### src/rtl/fetch_if_id_stage.sv
// Instruction-fetch stage: owns the PC, drives the combinational instruction memory and
// latches the fetched word into IF/ID. Optional perf counters under FETCH_PERF_CNT_EN.
module fetch_if_id_stage #(
    parameter logic [31:0] RESET_PC = 32'h0000_0000,
    parameter logic [31:0] NOP_WORD = 32'h0000_0000
) (
    input  logic        clk_i,
    input  logic        rst_i,
    input  logic        pcstop_i,
    input  logic        idif_i,
    input  logic        redirect_i,
    input  logic [31:0] redirect_pc_i,
    input  logic [31:0] imem_instr_i,
    output logic [31:0] imem_addr_o,
    output logic [31:0] if_id_instr_o,
    output logic [31:0] if_id_pc4_o,
    output logic        if_id_valid_o,
    output logic [31:0] stall_cnt_o,
    output logic [31:0] flush_cnt_o
);

    logic [31:0] pc_q, pc_d;
    logic [31:0] pc_plus4;
    logic [31:0] instr_q, instr_d;
    logic [31:0] pc4_q, pc4_d;
    logic        valid_q, valid_d;
    logic        redirect_apply;

    assign pc_plus4       = pc_q + 32'd4;
    // A stalled PC swallows the redirect; the hazard unit re-presents it later.
    assign redirect_apply = redirect_i & ~pcstop_i;

    always_comb begin
        pc_d = pc_q;
        if (!pcstop_i) begin
            if (redirect_i) pc_d = {redirect_pc_i[31:2], 2'b00};
            else            pc_d = pc_plus4;
        end
    end

    always_comb begin
        instr_d = instr_q;
        pc4_d   = pc4_q;
        valid_d = valid_q;
        if (idif_i) begin
            if (redirect_apply) begin
                instr_d = NOP_WORD;
                pc4_d   = 32'd0;
                valid_d = 1'b0;
            end else begin
                instr_d = imem_instr_i;
                pc4_d   = pc_plus4;
                valid_d = 1'b1;
            end
        end
    end

    always_ff @(posedge clk_i or posedge rst_i) begin
        if (rst_i) begin
            pc_q    <= RESET_PC;
            instr_q <= NOP_WORD;
            pc4_q   <= 32'd0;
            valid_q <= 1'b0;
        end else begin
            pc_q    <= pc_d;
            instr_q <= instr_d;
            pc4_q   <= pc4_d;
            valid_q <= valid_d;
        end
    end

`ifdef FETCH_PERF_CNT_EN
    logic [31:0] stall_cnt_q, stall_cnt_d;
    logic [31:0] flush_cnt_q, flush_cnt_d;

    always_comb begin
        stall_cnt_d = stall_cnt_q;
        flush_cnt_d = flush_cnt_q;
        if (pcstop_i && (stall_cnt_q != 32'hFFFF_FFFF))       stall_cnt_d = stall_cnt_q + 32'd1;
        if (redirect_apply && (flush_cnt_q != 32'hFFFF_FFFF)) flush_cnt_d = flush_cnt_q + 32'd1;
    end

    always_ff @(posedge clk_i or posedge rst_i) begin
        if (rst_i) begin
            stall_cnt_q <= 32'd0;
            flush_cnt_q <= 32'd0;
        end else begin
            stall_cnt_q <= stall_cnt_d;
            flush_cnt_q <= flush_cnt_d;
        end
    end

    assign stall_cnt_o = stall_cnt_q;
    assign flush_cnt_o = flush_cnt_q;
`else
    assign stall_cnt_o = 32'd0;
    assign flush_cnt_o = 32'd0;
`endif

    assign imem_addr_o   = pc_q;
    assign if_id_instr_o = instr_q;
    assign if_id_pc4_o   = pc4_q;
    assign if_id_valid_o = valid_q;

`ifndef SYNTHESIS
    // Advancing the PC while IF/ID holds would silently drop an instruction.
    a_no_pc_adv_with_ifid_hold: assert property (@(posedge clk_i) disable iff (rst_i)
        !(!pcstop_i && !idif_i));
`endif

endmodule
### config.mk
export PLATFORM = sky130hd
export DESIGN_NAME = fetch_if_id_stage
export DESIGN_NICKNAME = d
export VERILOG_FILES = /design/src/rtl/fetch_if_id_stage.sv
export SDC_FILE = /design/constraint.sdc
export NUM_CORES = 1
export LEC_CHECK = 0
export CORE_MARGIN = 2
export CORE_UTILIZATION = 40
export CTS_BUF_LIST = sky130_fd_sc_hd__clkbuf_2 sky130_fd_sc_hd__clkbuf_4 sky130_fd_sc_hd__clkbuf_8
export CTS_CLUSTER_SIZE = 16
export DETAILED_ROUTE_END_ITERATION = 10
export PLACE_DENSITY = 0.77
export SLEW_MARGIN = 20
export SYNTH_ARGS = -nofsm -noshare
export SYNTH_HDL_FRONTEND = slang
export SYNTH_SLANG_ARGS = --single-unit
### constraint.sdc
create_clock -name clk_i -period 3.75 [get_ports clk_i]
set_input_delay 0.375 -clock clk_i [delete_from_list [all_inputs] [get_ports clk_i]]
set_output_delay 0.375 -clock clk_i [all_outputs]
set_load 0.1 [all_outputs]
==> impl_metrics.tcl <==
set metrics [dict create \
    crit_buf_inv 1 \
    r2r-start "imem_addr_o[2]" \
    grt_overflow 0 \
    setup_viol_count_final 0 \
    endpoint_kind "primary output" \
    antenna_found_initial 0 \
    cp-endpoint "imem_addr_o[4]" \
    yosys_warnings 0 \
    cellLeakagePower_nw 3.00 \
    clockRootBuffer "clkbuf_8" \
    core_sq_um 12600 \
    die_height_um 117 \
    timing.slew.headroom 0.297 \
    synth_simple_gate_area_frac 0.150 \
    diodes 0 \
    hold_viol_final 0 \
    totalNegativeSetupSlack_ns 0 \
    dp_hpwl_um 9590 \
    power_density_nw_per_um2 587 \
    fill_cells 1157 \
    cp_top_family "buffers and inverters" \
    num_rows 41 \
    status "finished, final reports clean" \
    gp_congestion 0.794 \
    layout_commonest_cell "clkdlybuf4s50_1" \
    worstSkewPairLatency_ns 0.37 \
    ios 230 \
    clkTransAtPathRegs_ns 0.10 \
    ant_nets 0 \
    cts_setup_buffers 0 \
    cp_cell_sequence "clkdlybuf4s50_1" \
    cts_hold_buf 0 \
    grt_usage 0.192 \
    h-tree-depth 3 \
    synth.distinct_cells 42 \
    grt_max_degree 66 \
    fin_nets 781 \
    timing.fmax_ghz 0.401 \
    ys_seq_area_frac 0.460 \
    worstPathMaxFanout 9 \
    synth_ff_type "dfrtp_1" \
    fin_crit_sh 0.665 \
    r2r_slack_ns 1.36 \
    maxCapViolations 0 \
    syn_area_sq_um 5110 \
    die_w_um 117 \
    post_drt_wl_per_cell_um 15.1 \
    async_flop_share 1.00 \
    whs_ns 0.430 \
    synthesis.instances 568 \
    fin_crit_ns 2.49 \
    cpMaxStageDelayCell "clkdlybuf4s50_1" \
    drc_errors 0 \
    clock_sinks 94 \
    port-buffer-count 161 \
    clk_path_buf_depth 2 \
    stdcell_count 888 \
    via_per_inst 4.81 \
    arrival_ns 2.12 \
    post_synth.cell_area_avg_sq_um 9.00 \
    cts_tree "built" \
    path_depth 1 \
    synth_compound_gate_area_share 0.151 \
    layout_common_cells "160 x clkdlybuf4s50_1, 94 x dfrtp_1, 67 x inv_1" \
    slowest_delay_ns 1.21 \
    wl_um 13500 \
    synth-adder-area-share 0.00245 \
    ys_ff_latch 94 \
    fin_worst_skew_ns 0.0119 \
    placed_cells 872 \
    grt_pass1_wl_um 20300 \
    synth_edf_count 0 \
    startpoint "imem_addr_o[4]" \
    synthMuxAreaShare 0.0100 \
    firstDrtPassIters 4 \
    synth_xor_area_frac 0.0480 \
    start_util 0.407 \
    cp.required_ns 3.38 \
    ff2ff_path_depth 6 \
    post_cts_resized 0 \
    drive_gt1_frac 0.0545 \
    num_vias 4274 \
    cts_buffers 9 \
    synth_top_family_by_area "buffers and inverters" \
    worstSetupPathType "flip-flop to primary output" \
    drt-initial-drc-count 181 \
    rsz0062_at_grt "false" \
    syn2layout_area_growth_pct 33.3 \
    dieArea_sq_um 13700 \
    min_path_type "primary input to async pin" \
    worst_pin_slew_ns 1.05 \
    r2r-end "imem_addr_o[26]" \
    peakVddDrop_mv 0.278 \
    critPathLaunchType "flip-flop" \
    maxSlewViolCount 0 \
    grt_pass1_vias 3908 \
]
## cell type report
class                   count  area (sq um)  share of cell area
clock buffers               9           124              0.0182
clock inverters             7          96.3              0.0141
inverters                  69           262              0.0384
multi-input cells         369          2090               0.307
flip-flops and latches     94          2350               0.345
well taps                 172           215              0.0316
repair buffers            168          1670               0.245
## power by group
group	leakage, nW	internal [W]	switching, W	total (W)
Sequential	1.16	0.00114	0.000152	0.00130
Combinational	1.72	0.000405	0.00154	0.00195
Clock	0.114	0.000379	0.000377	0.000756
## cell families after synthesis
| kind of cell | after synthesis |
|---|---|
| xor gates and xnor gates | 28 |
| other | 1 |
| adders and majority gates | 1 |
| muxes | 5 |
| AOI/OAI and AO/OA | 127 |
| DFF | 94 |
| and+or+nand+nor | 142 |
| buffers and inverters | 170 |
## registers in the layout, summed over array words and instances, names as in the netlist
signal         count
if_id_valid_o      1
if_id_instr_o     32
if_id_pc4_o       31
imem_addr_o       30
## cells in the mapped netlist (2+ instances only)
cell type | n | area (sq um)
nand4_1 | 9 | 56.3
mux2i_1 | 4 | 40.0
and3_1 | 9 | 56.3
o311ai_0 | 6 | 52.6
a21oi_1 | 7 | 35.0
o21ai_0 | 57 | 285
and2_1 | 4 | 25.0
nand4_2 | 2 | 25.0
nor4_1 | 3 | 18.8
xnor2_1 | 13 | 114
nor2_1 | 19 | 71.3
nor2b_1 | 2 | 12.5
o311ai_1 | 2 | 17.5
xor2_1 | 15 | 131
or3_1 | 5 | 31.3
clkbuf_2 | 2 | 10.0
nand3_2 | 3 | 30.0
nand3_1 | 22 | 110
o22ai_1 | 29 | 181
nor3_1 | 3 | 15.0
nor4_4 | 3 | 63.8
dfrtp_1 | 94 | 2350
clkbuf_1 | 26 | 97.6
buf_4 | 70 | 526
inv_1 | 68 | 255
nand2_1 | 54 | 203
a22oi_1 | 22 | 165
## worst min path at each step
| stage | startpoint | to | slack, ns | cells past startpoint |
|---|---|---|---|---|
| finish | rst_i | if_id_instr_o[18] | 0.43 | 2 |
| global placement | if_id_pc4_o[3] | if_id_pc4_o[3] | 0.51 | 2 |
| detailed placement | if_id_pc4_o[3] | if_id_pc4_o[3] | 0.51 | 2 |
| CTS | rst_i | if_id_instr_o[18] | 0.45 | 2 |
| global route | rst_i | if_id_instr_o[18] | 0.48 | 2 |
| floorplan | imem_instr_i[0] | if_id_instr_o[0] | 0.49 | 2 |
## through the flow
| step | total power [W] | util | cell area (sq um) | worst slack [ns] |
|---|---|---|---|---|
| 4_1_cts | 0.00404 | 0.542 | 6810 | 1.23 |
| 3_5_place_dp | 0.00327 | 0.525 | 6590 | 1.29 |
| 5_1_grt | 0.00416 | 0.542 | 6810 | 1.18 |
| 6_report | 0.00400 | 0.542 | 6810 | 1.26 |
| 3_3_place_gp | 0.00325 | 0.525 | 6590 | 1.38 |
| 2_1_floorplan | 0.00288 | - | 5360 | 0.926 |
## layer usage
metal | share of wire | global-route usage | wire length [um]
met3 | 0.076 | 0.0474 | 1020
met5 | 0 | 0 | 0
met4 | 0.017 | 0.0682 | 222
met2 | 0.47 | 0.303 | 6280
met1 | 0.44 | 0.257 | 5930
Note: power is estimated with default switching activity, not from simulation.
